===== src/rtl/alu_cmd_sequencer.sv =====
// alu_cmd_sequencer: issues one valid/ready command to a registered ALU.
// It waits for the result flag of the command's opcode group.
// It then returns the selected result bus on a valid/ready response channel.
// Optional build macro: ALU_SEQ_DIV0_CHECK_EN. When it is defined, a divide by
// zero (fun 0011, b 0) is answered with an error instead of being issued.
module alu_cmd_sequencer #(
   parameter int unsigned WIDTH   = 16,
   parameter int unsigned ALU_LAT = 1,
   parameter int unsigned TIMEOUT = 15
) (
   input  logic               clk,
   input  logic               rst_n,
   input  logic               cmd_valid,
   output logic               cmd_ready,
   input  logic [WIDTH-1:0]   cmd_a,
   input  logic [WIDTH-1:0]   cmd_b,
   input  logic [3:0]         cmd_fun,
   output logic [WIDTH-1:0]   alu_a,
   output logic [WIDTH-1:0]   alu_b,
   output logic [3:0]         alu_fun,
   input  logic [2*WIDTH-1:0] alu_arith_out,
   input  logic [2*WIDTH-1:0] alu_logic_out,
   input  logic [2*WIDTH-1:0] alu_cmp_out,
   input  logic [2*WIDTH-1:0] alu_shift_out,
   input  logic               alu_carry,
   input  logic [3:0]         alu_flags,
   output logic               rsp_valid,
   input  logic               rsp_ready,
   output logic [2*WIDTH-1:0] rsp_data,
   output logic               rsp_carry,
   output logic [3:0]         rsp_fun,
   output logic               rsp_err
);

   localparam int unsigned RW      = 2 * WIDTH;
   localparam int unsigned CNT_MAX = ALU_LAT + TIMEOUT;
   localparam int unsigned CW      = $clog2(CNT_MAX + 1);

   localparam logic [1:0] S_IDLE = 2'd0;
   localparam logic [1:0] S_WAIT = 2'd1;
   localparam logic [1:0] S_RESP = 2'd2;

   logic [1:0]    state_q, state_d;
   logic [CW-1:0] cnt_q, cnt_d;
   logic          div0_q, div0_d;
   logic          is_div0_c;

   logic          cmd_ready_d;
   logic [WIDTH-1:0] alu_a_d, alu_b_d;
   logic [3:0]    alu_fun_d;
   logic          rsp_valid_d, rsp_carry_d, rsp_err_d;
   logic [RW-1:0] rsp_data_d;
   logic [3:0]    rsp_fun_d;

   logic          sel_flag;
   logic [RW-1:0] sel_bus;

`ifdef ALU_SEQ_DIV0_CHECK_EN
   assign is_div0_c = (cmd_fun == 4'b0011) && (cmd_b == '0);
`else
   assign is_div0_c = 1'b0;
`endif

   // Pick the result flag and bus belonging to the issued opcode group
   always_comb begin
      sel_flag = alu_flags[alu_fun[3:2]];
      case (alu_fun[3:2])
         2'b00:   sel_bus = alu_arith_out;
         2'b01:   sel_bus = alu_logic_out;
         2'b10:   sel_bus = alu_cmp_out;
         default: sel_bus = alu_shift_out;
      endcase
   end

   // State and output registers
   always_ff @(posedge clk or negedge rst_n) begin
      if (!rst_n) begin
         state_q   <= S_IDLE;
         cnt_q     <= '0;
         div0_q    <= 1'b0;
         cmd_ready <= 1'b0;
         alu_a     <= '0;
         alu_b     <= '0;
         alu_fun   <= '0;
         rsp_valid <= 1'b0;
         rsp_data  <= '0;
         rsp_carry <= 1'b0;
         rsp_fun   <= '0;
         rsp_err   <= 1'b0;
      end else begin
         state_q   <= state_d;
         cnt_q     <= cnt_d;
         div0_q    <= div0_d;
         cmd_ready <= cmd_ready_d;
         alu_a     <= alu_a_d;
         alu_b     <= alu_b_d;
         alu_fun   <= alu_fun_d;
         rsp_valid <= rsp_valid_d;
         rsp_data  <= rsp_data_d;
         rsp_carry <= rsp_carry_d;
         rsp_fun   <= rsp_fun_d;
         rsp_err   <= rsp_err_d;
      end
   end

   // Next-state and next-output logic: accept, wait/sample ALU, respond
   always_comb begin
      state_d     = state_q;
      cnt_d       = cnt_q;
      div0_d      = div0_q;
      cmd_ready_d = cmd_ready;
      alu_a_d     = alu_a;
      alu_b_d     = alu_b;
      alu_fun_d   = alu_fun;
      rsp_valid_d = rsp_valid;
      rsp_data_d  = rsp_data;
      rsp_carry_d = rsp_carry;
      rsp_fun_d   = rsp_fun;
      rsp_err_d   = rsp_err;

      case (state_q)
         S_IDLE: begin
            cmd_ready_d = 1'b1;
            if (cmd_valid && cmd_ready) begin
               cmd_ready_d = 1'b0;
               cnt_d       = '0;
               state_d     = S_WAIT;
               div0_d      = is_div0_c;
               // A rejected op leaves the ALU inputs untouched
               if (!is_div0_c) begin
                  alu_a_d   = cmd_a;
                  alu_b_d   = cmd_b;
                  alu_fun_d = cmd_fun;
               end
            end
         end

         S_WAIT: begin
            if (div0_q) begin
               div0_d      = 1'b0;
               state_d     = S_RESP;
               rsp_valid_d = 1'b1;
               rsp_data_d  = '0;
               rsp_carry_d = 1'b0;
               rsp_fun_d   = 4'b0011;
               rsp_err_d   = 1'b1;
            end else if (cnt_q >= CW'(ALU_LAT)) begin
               if (sel_flag) begin
                  state_d     = S_RESP;
                  rsp_valid_d = 1'b1;
                  rsp_data_d  = sel_bus;
                  rsp_carry_d = (alu_fun[3:2] == 2'b00) ? alu_carry : 1'b0;
                  rsp_fun_d   = alu_fun;
                  rsp_err_d   = 1'b0;
               end else if (cnt_q == CW'(CNT_MAX)) begin
                  // Nominal sample plus TIMEOUT retries all missed the flag
                  state_d     = S_RESP;
                  rsp_valid_d = 1'b1;
                  rsp_data_d  = '0;
                  rsp_carry_d = 1'b0;
                  rsp_fun_d   = alu_fun;
                  rsp_err_d   = 1'b1;
               end else begin
                  cnt_d = cnt_q + CW'(1);
               end
            end else begin
               cnt_d = cnt_q + CW'(1);
            end
         end

         S_RESP: begin
            if (rsp_valid && rsp_ready) begin
               rsp_valid_d = 1'b0;
               cmd_ready_d = 1'b1;
               state_d     = S_IDLE;
            end
         end

         default: begin
            state_d = S_IDLE;
         end
      endcase
   end

endmodule

===== config.mk =====
export PLATFORM = sky130hd
export DESIGN_NAME = alu_cmd_sequencer
export DESIGN_NICKNAME = d
export VERILOG_FILES = /design/src/rtl/alu_cmd_sequencer.sv
export SDC_FILE = /design/constraint.sdc
export NUM_CORES = 1
export LEC_CHECK = 0
export CAP_MARGIN = 10
export CORE_MARGIN = 2
export CORE_UTILIZATION = 40
export DETAILED_ROUTE_END_ITERATION = 8
export GPL_TIMING_DRIVEN = 0
export PLACE_DENSITY = 0.9
export SYNTH_ARGS = -nofsm -noshare
export SYNTH_HDL_FRONTEND = slang
export SYNTH_SLANG_ARGS = --single-unit

===== constraint.sdc =====
create_clock -name clk -period 3.47 [get_ports clk]
set_clock_uncertainty 0.05 [all_clocks]
set_input_delay 0.347 -clock clk [delete_from_list [all_inputs] [get_ports clk]]
set_output_delay 0.347 -clock clk [all_outputs]
set_load 0.05 [all_outputs]

# After elaboration in Yosys (flattened, before gate mapping)
# Cells that the tools add are included.
# word_totals
regBits,84
elab_cells,86
# classes
addsub,1
order_cmp,2
eq_ne,12
n_mux,43
n_reduce_logical,16
# ops
cell,n
32-bit 2-to-1 mux,4
32-bit case mux with 3 select lines,1
5-bit 2-to-1 mux,5
1-bit 2-to-1 mux,17
4-bit 2-to-1 mux,4
2-bit 2-to-1 mux,6
5-bit case mux with 2 select lines,1
"3-bit != test, second input constant",3
4-bit AND reduction,2
2-bit nonzero test,4
"2-bit != test, second input constant",3
1-bit case mux with 2 select lines,3
2-bit case mux with 3 select lines,1
2-bit AND reduction,3
"5-bit by 1-bit adder with 5-bit output, second input constant",1
"5-bit equality test, second input constant",1
"5-bit by 1-bit >= comparator with 1-bit output, second input constant",1
5-bit AND reduction,1
"2-bit by 1-bit equality test with 1-bit output, second input constant",2
"2-bit equality test, second input constant",2
2-bit logical NOT,2
"4-bit != test, second input constant",1
"2-bit by 3-bit less-than comparator with 1-bit output, second input constant",1
3-bit AND reduction,1
3 further kinds,4

# Depth between registers and ports, before layout
# Gate-level depths: netlist (run 1).
# logic_depth
depth_word,6
depth_mapped,8
ltp_nobuf,6

# Worst setup path after synthesis (run 1)
# OpenSTA, ideal clock, no wires.
# synth_timing
path_kind,flip-flop to flip-flop
startpoint,reg alu_fun[2]
endpoint,reg rsp_fun[0]
setup_time_ns,0.125
arrival_time_ns,2.078
required_ns,3.295
slack_ns,1.218
path_stages_with_launch,6
path_buffers,2
period_less_slack_ns,2.252
cell_sequence,dfrtp_1 > buf_6 > mux4_2 > o21ai_2 > buf_6 > mux2_2
# synth_via
elab_chain_cells,5
word_cells_on_any_way,7
# synth_rtl
element,line,text
"start, declared",20,"output logic [3:0] alu_fun,"
"start signal, assigned",97,alu_fun <= alu_fun_d;
1-bit binary-select mux with 2-bit select (*),66,sel_flag = alu_flags[alu_fun[3:2]];
1-bit 2-to-1 mux (not written as such) (*),66,
4-bit 2-to-1 mux,148,if (sel_flag) begin
4-bit 2-to-1 mux,147,end else if (cnt_q >= CW'(ALU_LAT)) begin
4-bit 2-to-1 mux,139,if (div0_q) begin
"end signal, assigned",101,rsp_fun <= rsp_fun_d;
"end, declared",31,"output logic [3:0] rsp_fun,"
# Every way passes the cells marked *; elsewhere a longest branch is shown, timed or not. The select of a mux whose other input is x is not followed.
# A chain may end at the register's enable or synchronous reset.

# Worst setup path in the final report (run 1)
# layout_timing
startpoint,reg cnt_q[1]
endpoint,reg rsp_data[24]
# layout_via
elab_chain_cells,3
word_cells_on_any_way,5
# layout_rtl
element,line,text
"start, declared",44,"logic [CW-1:0] cnt_q, cnt_d;"
"start signal, assigned",92,cnt_q <= cnt_d;
5-bit by 1-bit >= comparator with 1-bit output / 5-bit equality test (equally long branches),"147, 155",
2-bit nonzero test (no line) / 3-bit nonzero test (equally long branches),n/a,
3-bit AND reduction (no line) (*),n/a,
"end signal, assigned",99,rsp_data <= rsp_data_d;
"end, declared",29,"output logic [2*WIDTH-1:0] rsp_data,"
# Every way passes the cells marked *; elsewhere a longest branch is shown, timed or not.

==> results of run 1 <==
## metal layers
metal	GRT usage, %	vias to the layer above
met5	0	-
met4	6.37	0
met3	7.55	20
met2	44.2	177
met1	28.1	1704
li1	-	1517
## layout by cell type (no fill, tap or decap), drive strengths merged
| cell type | instances |
|---|---|
| clkdlybuf4s50 | 247 |
| dfrtp | 83 |
| mux2 | 40 |
| mux4 | 33 |
| a22o | 32 |
| buf | 17 |
| clkbuf | 14 |
| nand2 | 8 |
| nor2 | 8 |
| inv | 7 |
| nor3 | 3 |
| nand2b | 3 |
| a21oi | 3 |
| ha | 3 |
| nor4 | 3 |
| o21ai | 3 |
| xnor2 | 2 |
| clkinv | 2 |
| a21bo | 1 |
| nor4bb | 1 |
| a31oi | 1 |
| nor4b | 1 |
| nand3 | 1 |
| o31ai | 1 |
| o22ai | 1 |
| and2 | 1 |
| a32o | 1 |
| bufinv | 1 |
| dlygate4sd3 | 1 |
## registers in the layout, indices dropped and copies added (netlist names)
signal,count
cmd_ready,1
state_q,2
rsp_valid,1
rsp_fun,4
alu_a,16
cnt_q,5
alu_fun,4
rsp_err,1
alu_b,16
rsp_data,32
rsp_carry,1
## worst max-delay path by stage
stage	to	cells after the start
3_3_place_gp	rsp_fun[2]	1
2_1_floorplan	rsp_fun[0]	5
5_1_grt	rsp_data[24]	7
6_report	rsp_data[24]	7
4_1_cts	rsp_data[24]	7
3_5_place_dp	alu_b[13]	5
## logic make-up (layout without fill, tap and decap cells)
kind of cell / after synthesis / count (layout)
flops: 83 / 83
mux: 73 / 73
compound gates: 43 / 43
simple gates: 29 / 29
buf+inv: 23 / 289
fa+ha+maj: 3 / 3
xor+xnor: 2 / 2
## power groups by stage
stage	Sequential, W	Clock, W	Combinational (W)
global route	0.00175	0.000783	0.00453
CTS	0.00170	0.000745	0.00437
floorplan	0.00318	0	0.00140
finish	0.00170	0.000731	0.00433
detailed placement	0.00171	0	0.00436
global placement	0.00168	0	0.00427
## through the flow
step / cells / power, W / TNS (ns) / area (µm²)
after floorplan: 256 / 0.00458 / 0 / 3980
after global placement: 637 / 0.00596 / -71.77 / 6630
after detailed placement: 638 / 0.00607 / 0 / 6660
after CTS: 655 / 0.00681 / 0 / 6870
after global routing: 655 / 0.00706 / 0 / 6870
final: 655 / 0.00676 / 0 / 6870
## worst register-to-register path, stage by stage, from the launching register on
cell and delay [ns]:
dfrtp_1 0.43, inv_1 0.14, ha_1 0.18, nor4bb_1 0.68, o21ai_2 0.16, buf_6 0.19
buf_6 0.15, a22o_1 0.23
## final cells by class
class	count	share of cell area [%]
buffer	20	2.00
clock buffer	9	1.80
sequential	83	30.2
timing repair buffer	250	36.6
clock inverter	7	1.18
multi-input combinational	150	25.6
inverter	3	0.164
tap	133	2.42
==> results.yml, run 1 <==
critical_path:
  crit_family: "simple AND/OR/NAND/NOR gates"
  timing.rr.start: "cnt_q[1]"
  worstSetupEndpointType: "flop"
  rrSetupSlack_ns: 1.16
  crit_arrival_ns: 2.49
  required_ns: 3.65
  crit_chain: "inv_1, ha_1, nor4bb_1, o21ai_2, buf_6, buf_6, a22o_1"
  setup.worst_path.start: "cnt_q[1]"
  worstPathMaxFanout: 10
  critPathMaxStageDelay_ns: 0.68
  cp_common_cell: "buf_6"
  worstRegToRegCells: 7
  rr_endpoint: "rsp_data[24]"
  cp_slowest_cell: "nor4bb_1"
  start_kind: "flop"
  critical_path_buf_inv_count: 3
  crit_type: "reg2reg"
synth:
  ys_warn_count: 0
  yosys.area_share.xor_xnor_pct: 0.440
  yosys.cell_count.top_type: "dfrtp_1"
  ys_ff_latch: 83
  avgSynthCellArea_um2: 15.6
  synthCells: 256
  synth_area_um2: 3980
  yosys.area_share.simple_pct: 3.89
  muxShareOfSynthArea_pct: 30.0
  ys_seq_area_share_pct: 52.1
  synth.net_count: 432
  synth_top_area_share_pct: 52.1
  synth_compound_area_share_pct: 8.89
  synth-main-ff-cell: "dfrtp_1"
  synth_adder_area_share_pct: 0.942
  synth_top_family_by_area: "multiplexers"
  synth_top_cell_by_area: "dfrtp_1"
  netlist_top_cells_area: "dfrtp_1, mux4_2, mux2_2"
  ys_types: 28
  ys_async_sr_fraction_pct: 100
  synthTopCellsByCount: "dfrtp_1, mux2_2, mux4_2"
  synth_edf_count: 0
clocking:
  cts_buffer_depth: 2
  h-tree-depth: 3
  clock-sinks: 83
  cts_buffers: 9
  clk_pin_slew_ns: 0.10
  clk_latency_ns: 0.35
  holdBufCountCts: 1
  cts_root_buffer: "clkbuf_8"
  tritoncts: "done"
  cts-resized-gates: 0
  postCtsSetupRepairBufs: 0
sta:
  fin_crit_ns: 2.31
  fin_ws_ns: 1.16
  setup_viol: 0
  rsz0062_at_grt: "no"
  holdWs_ns: 0.447
  report.final.slew_viol_count: 0
  max_freq_ghz: 0.434
  worstMarginPinSlew_ns: 0.914
  hold_viol: 0
  maxSlewHeadroom_pct: 39.1
  period_share_pct: 66.4
placement:
  dpl.hpwl_um: 10400
  pre_cts_slack_ns: 0.932
  gp_congestion: 0.840
  numPortBuffers: 248
floorplanning:
  die_x_um: 104
  die_area_um2: 10800
  die_h_um: 104
  io_pins: 249
  floorplan.rows: 36
  initial_core_util_pct: 40.9
  core_area_um2: 9730
drt:
  postRouteAntennaNets: 0
  routed-wl-met3_um: 993
  met2_length_um: 6850
  first_pass_iters: 4
  drc: 0
  drtIter0Drc: 110
  drt-met1-wl_um: 4910
  wl_per_cell_um: 19.8
  viasPerCell: 5.22
  num_vias: 3418
  routed_wl_um: 13000
  dr.max_layer_used: "met4"
global_route:
  grt.overflow.total: 0
  grtUsageTotal_pct: 24.4
  grt_max_degree: 48
  grt_pass1_vias: 3850
  antenna_found_initial: 0
  grt_first_pass_wirelength_um: 20500
power:
  p_sw_w: 0.00318
  power_density_nw_per_um2: 983
  p_leak_nw: 2.76
  p_comb_share_pct: 64.1
  switching_share_pct: 47.0
  cellInternalPower_w: 0.00358
  irDropWorstVdd_uv: 649
  power_frac_seq_pct: 25.1
  pwr-share-clk_pct: 10.8
status:
  status: "finished, final reports clean"
min_path:
  min_path_type: "in2async"
layout:
  multi_input_area_um2: 1760
  regArea_um2: 2080
  fin_nets: 693
  syn_to_final_growth_pct: 72.5
  fillers: 723
  final_util_pct: 70.6
  drive_gt1_share_pct: 21.1
  n_antenna_cell: 0
job:
  cap_violations: 0
No activity file was read; power rests on OpenSTA's default activity.
==> run 2: changes to the inputs <==
CORE_UTILIZATION = 37   (was 40)
PLACE_DENSITY = 0.85   (was 0.9)
clock period = 2.3 ns   (was 3.47 ns; I/O delays follow)
==> results.yml, run 2 (synthesis results as in run 1) <==
status:
  status: "finished, final reports clean"
global_route:
  antenna_found_initial: 0
  grt.overflow.total: 0
  grt_max_degree: 76
  grt_pass1_vias: 3855
  grt_first_pass_wirelength_um: 20000
  grtUsageTotal_pct: 22.7
floorplanning:
  core_area_um2: 10400
  die_h_um: 108
  floorplan.rows: 37
  die_area_um2: 11600
  io_pins: 249
  initial_core_util_pct: 38.4
  die_x_um: 108
power:
  power_density_nw_per_um2: 1480
  power_frac_seq_pct: 25.3
  total_power_w: 0.0101
  p_sw_w: 0.00475
  pwr-share-clk_pct: 10.4
  switching_share_pct: 46.9
  irDropWorstVdd_uv: 1010
  cellInternalPower_w: 0.00539
  p_leak_nw: 2.75
  p_comb_share_pct: 64.3
sta:
  maxSlewHeadroom_pct: 43.0
  hold_viol: 0
  period_share_pct: 92.3
  report.final.slew_viol_count: 0
  max_freq_ghz: 0.471
  fin_tns_setup_ns: 0
  holdWs_ns: 0.191
  worstMarginPinSlew_ns: 0.855
  setup_viol: 0
  rsz0062_at_grt: "no"
  fin_crit_ns: 2.12
layout:
  drive_gt1_share_pct: 21.3
  mostFrequentLayoutCells: "clkdlybuf4s50_1, dfrtp_1, mux2_2"
  syn_to_final_growth_pct: 72.6
  fin_nets: 693
  top_regs: "rsp_data x32, alu_a x16, alu_b x16"
  mostFrequentLayoutCell: "clkdlybuf4s50_1"
  top_register: "rsp_data"
  largest_register_ffs: 32
  n_antenna_cell: 0
  final_util_pct: 66.3
  fillers: 806
critical_path:
  crit_type: "reg2reg"
  worstSetupEndpointType: "flop"
  worstRegToRegCells: 5
  crit_arrival_ns: 2.32
  start_kind: "flop"
  required_ns: 2.50
  worstPathMaxFanout: 10
clocking:
  cts_buffers: 9
  h-tree-depth: 3
  cts_root_buffer: "clkbuf_8"
  clk_latency_ns: 0.36
  clk_pin_slew_ns: 0.09
  tritoncts: "done"
  clock-sinks: 83
  cts_buffer_depth: 2
drt:
  drtIter0Drc: 163
  postRouteAntennaNets: 0
  viasPerCell: 5.17
  drc: 0
  num_vias: 3405
  first_pass_iters: 4
  wl_per_cell_um: 19.6
  routed_wl_um: 12900
placement:
  dpl.hpwl_um: 10200
  gp_congestion: 0.815
  numPortBuffers: 248
job:
  cap_violations: 0
min_path:
  min_path_type: "in2async"
## run 2: cell count changes in the layout (fill, tap and decap cells not counted), sizes merged
cell	delta
inv	-3
clkinvlp	+2
clkbuf	+2
clkinv	-1
## run 2: repair_timing
action / 4_1_cts / 5_1_grt
setup endpoints to repair: 0 / 7
endpoints found under the hold margin: 83 / 0
resized for setup: 0 / 5
hold buffers: 1 / 0
buffers inserted: 0 / 0
## run 2: power by group through the flow
stage          Combinational, W  Clock, W  Sequential [W]
6_report                0.00652   0.00105         0.00257
5_1_grt                 0.00685   0.00114         0.00266
4_1_cts                 0.00658   0.00109         0.00257
3_5_place_dp            0.00657         0         0.00259
3_3_place_gp            0.00646         0         0.00255
2_1_floorplan           0.00211         0         0.00480
## run 2: cell type report
| class | instances | area [µm²] | share of cell area, % |
|---|---|---|---|
| Clock inverter | 5 | 62.6 | 0.910 |
| Multi-Input combinational cell | 150 | 1770 | 25.7 |
| Inverter | 3 | 11.3 | 0.164 |
| Clock buffer | 11 | 131 | 1.91 |
| Timing Repair Buffer | 250 | 2520 | 36.6 |
| Buffer | 20 | 139 | 2.02 |
| Tap cell | 136 | 170 | 2.47 |
| Sequential cell | 83 | 2080 | 30.2 |
## run 2: stage by stage
step	setup slack (ns)	instance area [µm²]	cells
after global routing	0.0826	6880	658
after CTS	0.0532	6870	658
after floorplan	0.0476	3980	256
after global placement	-1.87	6640	640
final	0.178	6880	658
after detailed placement	-0.0558	6660	641
## run 2: worst max-delay path, cell delays in order (launching register included)
cell	delay, ns
dfrtp_1	0.39
buf_6	0.18
mux4_2	0.62
o21ai_2	0.24
buf_6	0.18
mux2_2	0.34
## run 2: final timing paths
kind,from,slack (ns),end
hold / removal,rst_n,0.19,alu_a[13]
max in group asynchronous,rst_n,1.39,alu_b[10]
hold reg to reg,rsp_data[22],0.46,rsp_data[22]
setup reg to reg,alu_fun[2],0.18,rsp_fun[3]
min in group clk,cmd_b[15],0.43,alu_b[15]
setup / recovery,alu_fun[2],0.18,rsp_fun[3]
## run 2: per-layer routing
layer / up-vias / part of all wire, % / GRT usage (%)
met5: - / 0 / 0
met4: 0 / 2.1 / 8.33
met3: 19 / 8.0 / 7.38
met2: 163 / 53 / 39.8
met1: 1707 / 37 / 25.7
li1: 1516 / - / -
==> run 3: changes to the inputs <==
PLACE_DENSITY = 0.79   (was 0.85)
==> results.yml, run 3 (synthesis results as in run 1) <==
status:
  status: "finished, final reports clean"
floorplanning:
  die_x_um: 108
  initial_core_util_pct: 38.4
  core_area_um2: 10400
  die_h_um: 108
  floorplan.rows: 37
  io_pins: 249
  die_area_um2: 11600
critical_path:
  rrSetupSlack_ns: 0.19
  worstPathMaxFanout: 10
  required_ns: 2.47
  worstSetupEndpointType: "flop"
  crit_type: "reg2reg"
  crit_arrival_ns: 2.29
  start_kind: "flop"
  worstRegToRegCells: 5
drt:
  drc: 0
  first_pass_iters: 4
  num_vias: 3419
  viasPerCell: 5.20
  postRouteAntennaNets: 0
  drtIter0Drc: 95
  wl_per_cell_um: 18.9
  routed_wl_um: 12500
layout:
  regArea_um2: 2080
  fillers: 813
  n_antenna_cell: 0
  syn_to_final_growth_pct: 72.8
  largest_register_ffs: 32
  finish.instance_area_um2: 6890
  top_register: "rsp_data"
  mostFrequentLayoutCell: "clkdlybuf4s50_1"
  instances_no_fill: 658
  final_util_pct: 66.4
  drive_gt1_share_pct: 21.5
  mostFrequentLayoutCells: "clkdlybuf4s50_1, dfrtp_1, mux2_2"
  top_regs: "rsp_data x32, alu_a x16, alu_b x16"
  multi_input_area_um2: 1770
  fin_nets: 693
clocking:
  postCtsSetupRepairBufs: 0
  h-tree-depth: 3
  clock-sinks: 83
  cts_root_buffer: "clkbuf_8"
  tritoncts: "done"
  clk_latency_ns: 0.35
  cts_buffers: 9
  clk_pin_slew_ns: 0.09
  cts_buffer_depth: 2
power:
  p_leak_nw: 2.76
  total_power_w: 0.0102
  power_density_nw_per_um2: 1470
  irDropWorstVdd_uv: 864
global_route:
  grt.overflow.total: 0
  top_usage_layer: "met2"
  grtUsageTotal_pct: 21.0
  grt_first_pass_wirelength_um: 18700
  grt_use_met3_pct: 6.84
  antenna_found_initial: 0
  use_met2_pct: 37.0
  grt_pass1_vias: 3679
  grt_max_degree: 48
  grt_use_met1_pct: 24.5
placement:
  dpl.cell_count: 641
  dpl-instance-area_um2: 6660
  dpl.hpwl_um: 9850
  gp_congestion: 0.797
  numPortBuffers: 248
sta:
  maxSlewHeadroom_pct: 52.5
  setup_viol: 0
  period_share_pct: 92.0
  hold_viol: 0
  max_freq_ghz: 0.473
  worstMarginPinSlew_ns: 0.712
  fin_crit_ns: 2.11
  holdWs_ns: 0.335
  report.final.slew_viol_count: 0
  rsz0062_at_grt: "no"
min_path:
  min_path_type: "in2async"
job:
  cap_violations: 0
[run 3: cell types whose count changed in the layout (fill, tap and decap cells not counted)]
cell,previous run,this run
clkbuf_1,6,5
clkbuf_8,9,10
clkinv_2,0,1
clkinvlp_4,2,1
[run 3: worst max-delay path: stages, from the launching register on]
cell	delay [ns]
dfrtp_1	0.37
buf_6	0.17
mux4_2	0.62
o21ai_2	0.26
buf_6	0.18
mux2_2	0.34
[run 3: timing repair]
| action | CTS | global route |
|---|---|---|
| hold buffers | 1 | 0 |
| hold endpoints to repair | 36 | 0 |
| resized for setup | 0 | 5 |
| endpoints found under the setup margin | 0 | 21 |
[run 3: cell type report]
class,count,area share [%]
repair buffers,250,36.6
flip-flops and latches,83,30.2
multi-input cells,150,25.7
well taps,136,2.47
clock buffers,11,2.05
plain buffers,20,2.02
clock inverters,5,0.872
inverters,3,0.164
[run 3: path summary, 6_finish.rpt]
| check | start | endpoint |
|---|---|---|
| worst max register to register | alu_fun[2] | rsp_fun[3] |
| worst max-delay path | alu_fun[2] | rsp_fun[3] |
| worst min-delay path | rst_n | alu_a[12] |
| max in group asynchronous | rst_n | rsp_data[28] |
| worst min register to register | rsp_data[31] | rsp_data[31] |
| min in group clk | cmd_b[6] | alu_b[6] |
[run 3: per-stage QoR]
step / TNS [ns] / worst slack (ns)
after global routing: 0 / 0.0899
after global placement: -164.51 / -1.98
after floorplan: 0 / 0.0476
final: 0 / 0.185
after CTS: 0 / 0.00594
after detailed placement: -5.27 / -0.264
[run 3: metal layers]
layer | part of all wire (%) | vias to the layer above
met4 | 2.1 | 0
met1 | 37 | 1718
li1 | - | 1517
met3 | 9.0 | 22
met5 | 0 | -
met2 | 52 | 162
[run 3: power breakdown]
part / switching (W) / internal [W] / total (W)
registers: 0.000403 / 0.00215 / 0.00255
clock network: 0.000552 / 0.000537 / 0.00109
logic: 0.00378 / 0.00273 / 0.00651
